File: src/rtl/soc_io_matrix.sv
// Memory-mapped LED-matrix scanner and debounced key block on the core's mem_* bus.
// Optional key interrupt with mask register: define SOC_IO_KEY_IRQ_EN.
module soc_io_matrix #(
  parameter logic [31:0] BASE_ADDR       = 32'hF000_0000,
  parameter int          N_COLS          = 4,
  parameter int          N_ROWS          = 8,
  parameter int          N_KEYS          = 4,
  parameter int          SCAN_DIV        = 12000,
  parameter int          DEBOUNCE_CYCLES = 1024,
  parameter bit          KEY_ACTIVE_LOW  = 1'b1
) (
  input  logic              clk,
  input  logic              rst,
  input  logic              mem_req,
  input  logic [31:0]       mem_addr,
  input  logic [31:0]       mem_wdata,
  input  logic              mem_wstrobe,
  output logic [31:0]       mem_rdata,
  output logic              mem_done,
  input  logic [N_KEYS-1:0] keys,
  output logic [N_ROWS-1:0] led_row,
  output logic [N_COLS-1:0] led_col,
  output logic              irq
);

  localparam int CNT_W = $clog2(SCAN_DIV);
  localparam int COL_W = (N_COLS > 1) ? $clog2(N_COLS) : 1;
  localparam int DB_W  = $clog2(DEBOUNCE_CYCLES);
  localparam logic [CNT_W-1:0] SCAN_LAST = CNT_W'(SCAN_DIV - 1);
  localparam logic [COL_W-1:0] COL_LAST  = COL_W'(N_COLS - 1);
  localparam logic [DB_W-1:0]  DB_LAST   = DB_W'(DEBOUNCE_CYCLES - 1);

  // Word index (mem_addr[7:2]) of the control registers above the framebuffer.
  typedef enum logic [5:0] {
    W_KEY_STATE = 6'h10,
    W_KEY_EVENT = 6'h11,
    W_SCAN_CTRL = 6'h12,
    W_IRQ_MASK  = 6'h13
  } reg_word_e;

  logic        hit, wr;
  logic [5:0]  widx;
  logic        unused_ok;

  assign hit       = mem_req && (mem_addr[31:8] == BASE_ADDR[31:8]);
  assign wr        = hit && mem_wstrobe;
  assign widx      = mem_addr[7:2];
  assign unused_ok = ^{mem_addr[1:0], mem_wdata};

  logic [N_ROWS-1:0] fb_q [N_COLS];
  logic [N_ROWS-1:0] fb_d [N_COLS];
  logic              scan_en_q, scan_en_d;
  logic [CNT_W-1:0]  scan_cnt_q, scan_cnt_d;
  logic [COL_W-1:0]  col_q, col_d;
  logic [N_ROWS-1:0] led_row_q, led_row_d;
  logic [N_COLS-1:0] led_col_q, led_col_d;
  logic [31:0]       rdata_q, rdata_d;
  logic              done_q;

  logic [N_KEYS-1:0] key_norm, sync1_q, sync2_q;
  logic [N_KEYS-1:0] key_state_q, key_state_d;
  logic [N_KEYS-1:0] key_event_q, key_event_d;
  logic [N_KEYS-1:0] ev_clr;
  logic [DB_W-1:0]   db_cnt_q [N_KEYS];
  logic [DB_W-1:0]   db_cnt_d [N_KEYS];

  assign key_norm = KEY_ACTIVE_LOW ? ~keys : keys;

`ifdef SOC_IO_KEY_IRQ_EN
  logic [N_KEYS-1:0] irq_mask_q, irq_mask_d;
  logic              irq_q;
  assign irq = irq_q;
`else
  assign irq = 1'b0;
`endif

  // NOTE: every always_comb output gets a default first so no path leaves it unassigned (no latch).
  always_comb begin
    scan_en_d = scan_en_q;
    for (int c = 0; c < N_COLS; c++) begin
      fb_d[c] = fb_q[c];
      if (wr && widx == 6'(c)) fb_d[c] = mem_wdata[N_ROWS-1:0];
    end
    if (wr && widx == W_SCAN_CTRL) scan_en_d = mem_wdata[0];
    ev_clr = (wr && widx == W_KEY_EVENT) ? mem_wdata[N_KEYS-1:0] : '0;
`ifdef SOC_IO_KEY_IRQ_EN
    irq_mask_d = irq_mask_q;
    if (wr && widx == W_IRQ_MASK) irq_mask_d = mem_wdata[N_KEYS-1:0];
`endif
  end

  always_comb begin
    rdata_d = '0;
    for (int c = 0; c < N_COLS; c++) begin
      if (widx == 6'(c)) rdata_d = 32'(fb_q[c]);
    end
    case (widx)
      W_KEY_STATE: rdata_d = 32'(key_state_q);
      W_KEY_EVENT: rdata_d = 32'(key_event_q);
      W_SCAN_CTRL: rdata_d = 32'(scan_en_q);
`ifdef SOC_IO_KEY_IRQ_EN
      W_IRQ_MASK:  rdata_d = 32'(irq_mask_q);
`endif
      default: ;
    endcase
  end

  // Outputs are registered from the next counter state so they line up with the counter.
  always_comb begin
    scan_cnt_d = '0;
    col_d      = '0;
    if (scan_en_q) begin
      if (scan_cnt_q == SCAN_LAST) begin
        col_d = (col_q == COL_LAST) ? '0 : col_q + COL_W'(1);
      end else begin
        scan_cnt_d = scan_cnt_q + CNT_W'(1);
        col_d      = col_q;
      end
    end
    led_col_d = '1;
    led_row_d = '1;
    if (scan_cnt_d != '0) begin
      led_col_d[col_d] = 1'b0;
      led_row_d        = ~fb_q[col_d];
    end
  end

  always_comb begin
    for (int k = 0; k < N_KEYS; k++) begin
      key_state_d[k] = key_state_q[k];
      db_cnt_d[k]    = '0;
      if (sync2_q[k] != key_state_q[k]) begin
        if (db_cnt_q[k] == DB_LAST) key_state_d[k] = sync2_q[k];
        else                        db_cnt_d[k]    = db_cnt_q[k] + DB_W'(1);
      end
    end
    // A press edge landing with a W1C of the same bit keeps the bit set.
    key_event_d = (key_event_q & ~ev_clr) | (key_state_d & ~key_state_q);
  end

  // NOTE: sequential state uses non-blocking assignments only, so every register samples pre-edge values.
  always_ff @(posedge clk) begin
    if (rst) begin
      // NOTE: the framebuffer is a small flop array, so it is reset like any other register.
      for (int c = 0; c < N_COLS; c++) fb_q[c] <= '0;
      for (int k = 0; k < N_KEYS; k++) db_cnt_q[k] <= '0;
      scan_en_q   <= 1'b1;
      scan_cnt_q  <= '0;
      col_q       <= '0;
      led_row_q   <= '1;
      led_col_q   <= '1;
      rdata_q     <= '0;
      done_q      <= 1'b0;
      sync1_q     <= '0;
      sync2_q     <= '0;
      key_state_q <= '0;
      key_event_q <= '0;
`ifdef SOC_IO_KEY_IRQ_EN
      irq_mask_q  <= '0;
      irq_q       <= 1'b0;
`endif
    end else begin
      for (int c = 0; c < N_COLS; c++) fb_q[c] <= fb_d[c];
      for (int k = 0; k < N_KEYS; k++) db_cnt_q[k] <= db_cnt_d[k];
      scan_en_q   <= scan_en_d;
      scan_cnt_q  <= scan_cnt_d;
      col_q       <= col_d;
      led_row_q   <= led_row_d;
      led_col_q   <= led_col_d;
      done_q      <= hit;
      if (hit) rdata_q <= rdata_d;
      sync1_q     <= key_norm;
      sync2_q     <= sync1_q;
      key_state_q <= key_state_d;
      key_event_q <= key_event_d;
`ifdef SOC_IO_KEY_IRQ_EN
      irq_mask_q  <= irq_mask_d;
      irq_q       <= |(key_event_q & irq_mask_q);
`endif
    end
  end

  assign mem_rdata = rdata_q;
  assign mem_done  = done_q;
  assign led_row   = led_row_q;
  assign led_col   = led_col_q;

endmodule
File: config.mk
export PLATFORM = sky130hd
export DESIGN_NAME = soc_io_matrix
export DESIGN_NICKNAME = d
export VERILOG_FILES = /design/src/rtl/soc_io_matrix.sv
export SDC_FILE = /design/constraint.sdc
export NUM_CORES = 1
export LEC_CHECK = 0
export BUFFER_PORTS_ARGS = -buffer_cell sky130_fd_sc_hd__clkbuf_2
export CORE_MARGIN = 1
export CORE_UTILIZATION = 50
export CTS_CLUSTER_SIZE = 8
export DETAILED_ROUTE_END_ITERATION = 12
export PLACE_DENSITY_LB_ADDON = 0.05
export SYNTH_ARGS = -nofsm -noshare
export SYNTH_HDL_FRONTEND = slang
export SYNTH_SLANG_ARGS = --single-unit
File: constraint.sdc
create_clock -name clk -period 5.15 [get_ports clk]
set_input_delay 0.7725 -clock clk [delete_from_list [all_inputs] [get_ports clk]]
set_output_delay 0.7725 -clock clk [all_outputs]
set_load 0.05 [all_outputs]
==> results_dict.tcl <==
set metrics [dict create \
    yosysTopAreaCellShare 0.438 \
    ys_warn_count 0 \
    vias_per_cell 5.16 \
    fill_cells 952 \
    slowest_stage "nor2b_1" \
    finalSetupTns_ns 0 \
    cts.reportedPaths.clkPinSlew_ns 0.06 \
    ys_ff_latch 126 \
    track_usage 0.212 \
    post_cts_resized 0 \
    place_congestion 0.789 \
    max_freq_ghz 0.305 \
    hold_class "flop to flop" \
    root_buffer "clkbuf_16" \
    placed_cell_area_sq_um 6110 \
    synth_cell_types 51 \
    antennaDiodeCount 0 \
    critPathLaunch "scan_cnt_q[0]$_SDFF_PP0_" \
    ir_drop_mv 0.363 \
    ios 118 \
    die-area_sq_um 12000 \
    cts_buffers 17 \
    cts_hold_buf 0 \
    tightest_slew_ns 1.11 \
    synthFlopType "dfxtp_1" \
    cts_max_path_buffers 2 \
    die_w_um 109 \
    yosysSeqAreaShare 0.438 \
    post_cts_buffers 0 \
    final-hold-violation-count 0 \
    start_util 0.523 \
    grt_pass1_wl_um 19500 \
    arrival_ns 3.60 \
    r2r_cells 7 \
    leakagePower_nw 2.73 \
    async_reset_ff_frac 0 \
    cp-endpoint "led_row[3]$_SDFF_PP1_" \
    grt_pass1_vias 4158 \
    gr-total-overflow 0 \
    setup_violations 0 \
    status "finished, final reports clean" \
    finalClockSkew_ns 0.0132 \
    path_class "flop to flop" \
    clock-sinks 126 \
    reg2reg_slack_ns 1.87 \
    rows 38 \
    cts_tree "built" \
    core-area_sq_um 11000 \
    insertion_delay_ns 0.41 \
    worst_slack_ns 1.87 \
    dpl.cell_count 814 \
    rsz0062_at_grt "false" \
    power_density_nw_per_um2 359 \
    dp_hpwl_um 8140 \
    regArea_sq_um 2520 \
    crit_fanout 10 \
    final-max-slew-violation-count 0 \
    detailedPlace.worstSlack_ns 1.89 \
    area_growth_pct 17.5 \
    drc 0 \
    r2r_end "led_row[3]$_SDFF_PP1_" \
    antenna_found_initial 0 \
    drive_gt1_frac 0.177 \
    syn-cell-area_sq_um 5760 \
    grt_max_degree 56 \
    synth_edf_count 0 \
    path_cells "ha_1 > nand3b_1 > nor4_2 > mux2i_1 > nor2b_1 > mux2_1 > o211ai_1" \
    drt_pass1_iterations 4 \
    routed_wl_um 11900 \
    fin_cells 846 \
    layout_min_cycle_time_ns 3.28 \
    cp-end-kind "flop" \
    wl_per_cell_um 14.0 \
    r2r-start "scan_cnt_q[0]$_SDFF_PP0_" \
    cap_violations 0 \
    drt-initial-drc-count 233 \
    fin_area_sq_um 6770 \
    vias 4362 \
    cpPeakStageDelay_ns 0.97 \
    cp_data_required_time_ns 5.46 \
    htreeDepth 4 \
    timing.final.crit_share 0.638 \
    yosys-top-cells-area "dfxtp_1, nor2_1, mux2i_1" \
    fin_nets 772 \
    fp.dieH_um 109 \
    syn_area_per_cell_sq_um 9.16 \
    ant_nets 0 \
    syn_inst 629 \
    worst_slew_margin_rel 0.260 \
    port_buffers 66 \
    start_kind "flop" \
    final_util 0.614 \
    multiInputGateArea_sq_um 3010 \
    yosys.area.top_type "dfxtp_1" \
]
-- layout by cell type, fill, tap and decap left out, types with 5 or more instances in the layout --
cell / n
a211o_1: 8
a21oi_1: 10
and3_1: 8
and4_1: 6
bufinv_16: 5
clkbuf_16: 17
clkbuf_2: 66
conb_1: 25
dfxtp_1: 126
ha_1: 7
inv_1: 13
mux2_1: 8
mux2i_1: 46
nand2_1: 43
nand2b_1: 5
nand3_1: 30
nand4_1: 8
nor2_1: 129
nor2b_1: 6
nor3_1: 6
o211ai_1: 8
o21ai_0: 6
o22ai_1: 5
xnor2_1: 24
xor2_1: 26
-- report_power, final --
group	total, mW	switching (mW)	internal (mW)
Clock	1.32	0.434	0.886
Combinational	0.120	0.0902	0.0300
Sequential	0.987	0.00550	0.982
Total	2.43	0.530	1.90
-- final cells by class --
cell class | instances | area share
multi-input cells | 466 | 0.444
clock buffers | 19 | 0.0669
flip-flops and latches | 126 | 0.373
inverters | 13 | 0.00721
clock inverters | 13 | 0.0314
repair buffers | 69 | 0.0521
well taps | 140 | 0.0259
-- registers in the layout, summed over array words and instances (netlist names), 2 cells and up --
signal,count
db_cnt_q,40
fb_q,32
scan_cnt_q,14
led_row,8
mem_rdata,8
key_event_q,4
key_state_q,4
led_col,4
sync1_q,4
sync2_q,4
col_q,2
-- cell families after synthesis --
logic type               synth area share
AO/OA/AOI/OAI                      0.0584
XOR/XNOR                           0.0760
AND/OR/NAND/NOR                     0.237
flip-flops                          0.438
buffers and inverters              0.0564
other                            0.000651
multiplexers                        0.119
adder cells (fa/ha/maj)            0.0152
-- synthesized netlist by cell type (10+ instances only) --
library cell and number:
nor2_1 129, buf_4 25, a21oi_1 10, xnor2_1 24, nand2_1 43, clkbuf_1 17
xor2_1 26, inv_1 13, nand3_1 30, mux2i_1 46, dfxtp_1 126
-- routing by layer --
metal  track usage  wire [um]  share of wire
met1         0.282       5820           0.49
met2         0.335       5320           0.45
met3        0.0699        624          0.053
met4        0.0495         86         0.0073
met5             0          0              0
-- worst max-delay path: cells and delay by family, from the launching register on --
family | cells | cell delay (ns)
multiplexers | 2 | 0.80
AO/OA/AOI/OAI | 1 | 0.19
flip-flops | 1 | 0.41
adder cells (fa/ha/maj) | 1 | 0.29
AND/OR/NAND/NOR | 3 | 1.51
-- how the worst min path moves through the flow --
stage                          startpoint               endpoint  slack, ns  depth (start not counted)
floorplan           sync1_q[0]$_SDFF_PP0_  sync2_q[0]$_SDFF_PP0_       0.41                          1
CTS                 sync1_q[2]$_SDFF_PP0_  sync2_q[2]$_SDFF_PP0_       0.44                          1
global placement    sync1_q[3]$_SDFF_PP0_  sync2_q[3]$_SDFF_PP0_       0.42                          1
finish              sync1_q[2]$_SDFF_PP0_  sync2_q[2]$_SDFF_PP0_       0.43                          1
global route        sync1_q[2]$_SDFF_PP0_  sync2_q[2]$_SDFF_PP0_       0.45                          1
detailed placement  sync1_q[3]$_SDFF_PP0_  sync2_q[3]$_SDFF_PP0_       0.43                          1
-- stage by stage --
stage	power, mW	hold WS, ns
finish	2.43	0.434
detailed placement	1.13	0.426
global route	2.50	0.450
global placement	1.13	0.421
floorplan	1.11	0.414
CTS	2.45	0.438
Note: power is estimated with default switching activity, not from simulation.
